--- src/rtl/seg7_scan_driver.sv ---
// seg7_scan_driver: time-multiplexed hex driver for a bank of 7-segment digits.
// The digits share one segment bus {DP,G,F,E,D,C,B,A} and each has its own anode enable.
// Inputs are captured into shadow registers once per frame, on the dead cycle of slot 0.
// Each digit slot starts with one dead cycle that suppresses ghosting between digits.
// Optional feature: define LEADING_ZERO_BLANK_EN to auto-blank leading zero digits.
module seg7_scan_driver #(
  parameter int NUM_DIGITS = 4,
  parameter int CLK_DIV    = 50000,
  parameter int ACTIVE_LOW = 1
) (
  input  logic                    i_clk,
  input  logic                    i_rst,
  input  logic                    i_en,
  input  logic [4*NUM_DIGITS-1:0] i_hex_in,
  input  logic [NUM_DIGITS-1:0]   i_dp_in,
  input  logic [NUM_DIGITS-1:0]   i_blank_in,
  output logic [7:0]              o_seg_out,
  output logic [NUM_DIGITS-1:0]   o_an_out,
  output logic                    o_frame_tick
);

  localparam int PW = (CLK_DIV > 1) ? $clog2(CLK_DIV) : 1;
  localparam int IW = (NUM_DIGITS > 1) ? $clog2(NUM_DIGITS) : 1;
  localparam logic [PW-1:0] PrescMax = PW'(CLK_DIV - 1);
  localparam logic [IW-1:0] IdxMax   = IW'(NUM_DIGITS - 1);
  // XOR masks that convert the active-high form into pin polarity.
  localparam logic [7:0] SegOff = (ACTIVE_LOW != 0) ? 8'hFF : 8'h00;
  localparam logic [NUM_DIGITS-1:0] AnOff = (ACTIVE_LOW != 0) ? {NUM_DIGITS{1'b1}} : '0;

  logic [PW-1:0]           r_presc;
  logic [IW-1:0]           r_idx;
  logic [4*NUM_DIGITS-1:0] r_sh_hex;
  logic [NUM_DIGITS-1:0]   r_sh_dp;
  logic [NUM_DIGITS-1:0]   r_sh_blank;
  logic [7:0]              r_seg;
  logic [NUM_DIGITS-1:0]   r_an;
  logic                    r_tick;

  logic                  w_load;
  logic                  w_dead;
  logic [3:0]            w_nib;
  logic                  w_dp;
  logic                  w_blank;
  logic                  w_auto;
  logic [NUM_DIGITS-1:0] w_an_hot;
  logic [NUM_DIGITS-1:0] w_lz;
  logic [7:0]            w_seg_hi;

  // Active-high glyphs in {G,F,E,D,C,B,A} order.
  function automatic logic [6:0] f_glyph(input logic [3:0] nib);
    logic [6:0] g;
    unique case (nib)
      4'h0: g = 7'b0111111;
      4'h1: g = 7'b0000110;
      4'h2: g = 7'b1011011;
      4'h3: g = 7'b1001111;
      4'h4: g = 7'b1100110;
      4'h5: g = 7'b1101101;
      4'h6: g = 7'b1111101;
      4'h7: g = 7'b0000111;
      4'h8: g = 7'b1111111;
      4'h9: g = 7'b1101111;
      4'hA: g = 7'b1110111;
      4'hB: g = 7'b1111100;
      4'hC: g = 7'b0111001;
      4'hD: g = 7'b1011110;
      4'hE: g = 7'b1111001;
      default: g = 7'b1110001;
    endcase
    return g;
  endfunction

  assign w_load = i_en && (r_presc == '0) && (r_idx == '0);
  assign w_dead = !i_en || (r_presc == '0);

`ifdef LEADING_ZERO_BLANK_EN
  // Leading-zero mask: digit i>0 goes dark when it and every more-significant digit are 0 or blanked.
  always_comb begin
    logic v_run;
    w_lz  = '0;
    v_run = 1'b1;
    for (int i = NUM_DIGITS - 1; i >= 0; i--) begin
      if (i > 0) begin
        w_lz[i] = v_run && (r_sh_hex[4*i +: 4] == 4'h0);
      end
      v_run = v_run && ((r_sh_hex[4*i +: 4] == 4'h0) || r_sh_blank[i]);
    end
  end
`else
  assign w_lz = '0;
`endif

  // Select the shadow fields of the digit currently being scanned.
  always_comb begin
    w_nib    = '0;
    w_dp     = 1'b0;
    w_blank  = 1'b0;
    w_auto   = 1'b0;
    w_an_hot = '0;
    for (int i = 0; i < NUM_DIGITS; i++) begin
      if (r_idx == IW'(i)) begin
        w_nib       = r_sh_hex[4*i +: 4];
        w_dp        = r_sh_dp[i];
        w_blank     = r_sh_blank[i];
        w_auto      = w_lz[i];
        w_an_hot[i] = 1'b1;
      end
    end
  end

  // Active-high segment pattern; auto-blanking keeps the DP but an explicit blank drops it.
  always_comb begin
    w_seg_hi = '0;
    if (!w_blank) begin
      w_seg_hi = {w_dp, (w_auto ? 7'b0 : f_glyph(w_nib))};
    end
  end

  // Scan state: prescaler, digit index and per-frame shadow capture.
  always_ff @(posedge i_clk) begin
    if (i_rst) begin
      r_presc    <= '0;
      r_idx      <= '0;
      r_sh_hex   <= '0;
      r_sh_dp    <= '0;
      r_sh_blank <= '1;
    end else if (!i_en) begin
      r_presc <= '0;
    end else begin
      if (w_load) begin
        r_sh_hex   <= i_hex_in;
        r_sh_dp    <= i_dp_in;
        r_sh_blank <= i_blank_in;
      end
      if (r_presc == PrescMax) begin
        r_presc <= '0;
        r_idx   <= (r_idx == IdxMax) ? '0 : r_idx + IW'(1);
      end else begin
        r_presc <= r_presc + PW'(1);
      end
    end
  end

  // Registered pin drivers, one cycle behind the scan state.
  always_ff @(posedge i_clk) begin
    if (i_rst) begin
      r_seg  <= SegOff;
      r_an   <= AnOff;
      r_tick <= 1'b0;
    end else begin
      r_tick <= w_load;
      if (w_dead) begin
        r_seg <= SegOff;
        r_an  <= AnOff;
      end else begin
        r_seg <= w_seg_hi ^ SegOff;
        r_an  <= w_an_hot ^ AnOff;
      end
    end
  end

  assign o_seg_out    = r_seg;
  assign o_an_out     = r_an;
  assign o_frame_tick = r_tick;

endmodule

--- config.mk ---
export PLATFORM = sky130hd
export DESIGN_NAME = seg7_scan_driver
export DESIGN_NICKNAME = d
export VERILOG_FILES = /design/src/rtl/seg7_scan_driver.sv
export SDC_FILE = /design/constraint.sdc
export NUM_CORES = 1
export LEC_CHECK = 0
export BUFFER_PORTS_ARGS = -buffer_cell sky130_fd_sc_hd__buf_2
export CAP_MARGIN = 20
export CORE_ASPECT_RATIO = 0.75
export CORE_MARGIN = 2
export CORE_UTILIZATION = 45
export DETAILED_ROUTE_END_ITERATION = 7
export PLACE_DENSITY = 0.71
export SETUP_SLACK_MARGIN = 0.1
export SYNTH_ARGS = -nofsm -noshare
export SYNTH_HDL_FRONTEND = slang
export SYNTH_SLANG_ARGS = --single-unit
--- constraint.sdc ---
create_clock -name i_clk -period 3.05 [get_ports i_clk]
set_input_delay 0.4575 -clock i_clk [delete_from_list [all_inputs] [get_ports i_clk]]
set_output_delay 0.4575 -clock i_clk [all_outputs]
set_load 0.05 [all_outputs]
==> results.txt <==
For the iteration-0 DRC count of the detailed router, the log shows 119. For this design, the CTS-stage hold fixing added 0 buffers. In this run, distinct cell masters in the synthesized netlist total 40. For the starting utilization of the core area, the log shows 0.470.

TritonCTS built the clock tree. The global-route usage over all layers is 0.170, and the number of instances in the placed design is 399. For this design the total switching power over the nets is 317 uW.

On the critical path, the stage with the largest delay is an instance of dfxtp_1. The cell accounting for the most synthesized area is dfxtp_1. For the worst flop-to-flop path, the logic depth is 11.

The overall power consumption is 1280 uW, and the net count after synthesis is 336. The number of global-route vias before repair is 1,853, and the share of flip-flops with an asynchronous set or reset is 0. The smallest clock period supported by the final layout is computed as 2.54 ns. The number of slew-limit violations in the final report was 0. For the post-CTS resize count, the log shows 0.

For flop-to-flop paths, the worst setup slack is 0.51 ns. The portion of synthesized cell area occupied by the leading cell type was 0.433. The proportion of total power due to net switching works out to 0.248. After global routing the overflow that remains totals 0. The DRC violations left came out at 0. The tools report the category of the worst setup path launch point as a flop.

Half-perimeter wire length of the detailed placement result: 3.73 mm. The register bit count reported by yosys is 55, and the maximum fanout along the worst path is 7. The area growth from synthesis to layout is 12.0%. The number of hold violations in the final report was 0; the placement row count was 23. Setup repair after global routing left no endpoint under its margin. The layout has 550 filler cells. Once layout is done, the placed cells without fillers occupy 2850 um^2.

For the number of antenna violations at the first check in global routing, the log shows 0. The endpoint of the worst register-to-register path was o_seg_out[3]. Portion of the post-synthesis area used by sequential elements: 0.433. In the post-synthesis netlist, the biggest area contributors are dfxtp_1 43%, nand2_1 10%, ha_1 5.9%.

The tools report the buffer type at the clock tree root as clkbuf_8. Clock-pin slew was measured on the worst setup and hold paths at 0.09 ns. The count of buffers added on input and output ports is 39.

The tools report the worst min-delay path endpoint as r_sh_blank[1]. The number of buffers and inverters on the critical path is 3. Setup violations remaining at the end of the flow were counted as 0. The most used flip-flop cell after synthesis is dfxtp_1. The logs give 8.70 mm for the first-pass GRT wire length and 2760 um^2 for the area after detailed placement.

The worst setup path is captured at a flop. The final standard cell utilization of the core was 0.526; the relative contribution of the clock network to total power was 0.298. The critical path is of the reg -> reg type.

The min-delay analysis places its worst path in the category in -> reg. The flow ran to the end, and the final reports show no timing, DRC or antenna violations. Max-cap violations in this run came to 0. The part of the cycle the worst path needs was 0.834. The number of clock buffers added by TritonCTS is 5. Summed over all cells, the static leakage comes to 0.00110 uW.

Pin placement for this block handled 40 I/O pins. The die width came out at 90.8 um. The congestion estimate from routability-driven global placement came to 0.820.

Summing every instance area after synthesis gives 2540 um^2. The register share of total power came out at 0.594. The deepest clock path buffer count was 2; the number of diodes added for antenna fixing was 0.

Dividing total power by cell area gives a power density of 448 nW/um^2. The launch point of the worst reg-to-reg path is r_idx[0]. Layout cell share with drive strength beyond 1: 0.177. Dividing the synthesized area by the synthesized cell count gives 8.56 um^2. For this run, the detailed router's first-pass iteration total came to 4. In this run, synthesis inferred 0 flip-flops with an integrated enable. The register area is 1100 um^2, and the pin slew with the least headroom to its limit is 0.591 ns. The total area of multi-input combinational cells came out at 1320 um^2. The maximum number of pins on one net before global-route repair is 29, and the highest clock rate is 393 MHz.

The logs give 2,012 for the total via count in the routed design and 2 for the maximum level of the CTS H-tree. The mean number of vias per cell was 4.93. The wire length reported by the detailed router is 5.13 mm, and the relative contribution of combinational cells to total power is 0.108.

The region available for standard cell placement spans 5410 um^2. Broken down by cell family, the worst path's largest delay share belongs to adder cells. On the final layout, the worst clock skew is 0.0126 ns. The sum of negative setup slack was 0 ns.

Post-detailed-route count of antenna-violating nets: 0. After detailed routing, the average wire length per cell comes to 12.6 um. The total number of yosys warnings was 0; the biggest cell delay along the critical path was 0.40 ns. For the worst setup path, the data required time is 3.21 ns.

The worst hold path begins at i_blank_in[1]. The hold-critical path depth was 3. At the later pin of the worst-skew pair, clock insertion delay measures 0.30 ns. The tools report the worst relative slew slack as 0.606.

The filler-free cell count of the finished design is 408, and the worst ir drop on vdd is 223 uV. The arrival time of data at the critical path endpoint was 2.71 ns; the number of clock sinks was 55. The die outline height is 69.1 um, and the post-CTS repair timing setup buffer count is 0. The cell count after synthesis came out at 297. Area enclosed by the die boundary: 6280 um^2.

The internal power of the cells totals 959 uW. Traced cell by cell, the critical path runs through inv_1 > ha_1 > nor2_1 > o211ai_1 > o311ai_0 > clkbuf_2 > inv_1 > ha_1 > mux2_2 > nor2_1 > o21ai_0. For this run, the post-layout net count is 371.
## metrics by stage
step           hold slack [ns]  setup slack (ns)
6_report                 0.366             0.507
5_1_grt                  0.373             0.270
4_1_cts                  0.357             0.106
3_5_place_dp             0.449             0.117
3_3_place_gp             0.439             0.349
2_1_floorplan            0.429             0.590
## synthesized netlist by cell type, types with 5 or more instances
cell type,count
nand3_1,8
nand2_1,69
nand4_1,5
nand3b_1,8
a21oi_2,6
dfxtp_1,55
nor2_1,28
xnor2_1,5
clkbuf_1,8
xor2_1,9
ha_1,12
inv_1,9
a21oi_1,18
## cell usage in the layout, fill, tap and decap left out, types with 2 or more instances in the layout
| master | Yosys | final |
|---|---|---|
| o311ai_0 | 2 | 2 |
| nand3b_1 | 8 | 8 |
| nand4_1 | 5 | 5 |
| nor3b_1 | 2 | 2 |
| nor3_1 | 4 | 4 |
| a21oi_2 | 6 | 6 |
| a211oi_1 | 2 | 2 |
| buf_4 | 0 | 2 |
| a21oi_1 | 18 | 18 |
| clkbuf_8 | 0 | 5 |
| mux2i_1 | 4 | 4 |
| inv_1 | 9 | 9 |
| clkbuf_1 | 8 | 2 |
| nand3_1 | 8 | 8 |
| nand2_1 | 69 | 69 |
| o211ai_1 | 4 | 4 |
| nor2b_1 | 4 | 4 |
| o31ai_1 | 2 | 2 |
| and4_1 | 4 | 4 |
| and3_1 | 2 | 2 |
| and2_1 | 2 | 2 |
| nand2b_1 | 4 | 4 |
| o21ai_0 | 2 | 2 |
| xor2_1 | 9 | 9 |
| dfxtp_1 | 55 | 55 |
| nor2_1 | 28 | 28 |
| mux2_2 | 2 | 2 |
| xnor2_1 | 5 | 5 |
| a311o_1 | 2 | 2 |
| ha_1 | 12 | 12 |
| buf_2 | 3 | 39 |
## flip-flops by register name, summed over array words and instances, names as in the netlist
name / count
o_frame_tick: 1
r_sh_dp: 4
r_presc: 16
o_an_out: 4
o_seg_out: 8
r_sh_hex: 16
r_idx: 2
r_sh_blank: 4
## cell families after synthesis
kind of cell | count (synthesis) | share of synthesized area
AOI/OAI and AO/OA | 43 | 0.117
xor gates and xnor gates | 14 | 0.0482
adders and majority gates | 12 | 0.0590
buffers and inverters | 23 | 0.0472
DFF | 55 | 0.433
muxes | 6 | 0.0246
and+or+nand+nor | 144 | 0.271
## power groups by stage
stage               Clock (uW)  Sequential, uW  Combinational, uW
finish                     381             758                137
floorplan                    0             777               97.6
CTS                        394             758                138
global placement             0             774                135
global route               424             761                156
detailed placement           0             774                137
## how the worst max path moves through the flow
| stage | start | depth (start not counted) | to | slack [ns] |
|---|---|---|---|---|
| after floorplan | r_idx[0] | 8 | o_seg_out[3] | 0.59 |
| after global placement | r_idx[0] | 9 | o_seg_out[3] | 0.35 |
| after detailed placement | r_idx[0] | 9 | o_seg_out[3] | 0.12 |
| after CTS | r_idx[0] | 9 | o_seg_out[3] | 0.11 |
| after global routing | r_idx[0] | 11 | o_seg_out[3] | 0.27 |
| final | r_idx[0] | 11 | o_seg_out[3] | 0.51 |
## worst min-delay path, delay by kind of cell
kind                   cells  cell delay (ns)
AND/OR/NAND/NOR            2             0.10
buffers and inverters      1             0.08
## layer usage
layer,global-route usage,up-vias,share of wire
met4,0.0455,0,0.0096
met5,0,-,0
met1,0.257,903,0.55
li1,-,1075,-
met3,0.0393,5,0.035
met2,0.244,29,0.41
## final cells by class
class	count	share of cell area
multi-input cells	219	0.464
flip-flops and latches	55	0.387
repair buffers	42	0.0756
well taps	75	0.0330
clock buffers	7	0.0268
inverters	9	0.0119
clock inverters	1	0.00176
No activity file was read; power rests on OpenSTA's default activity.
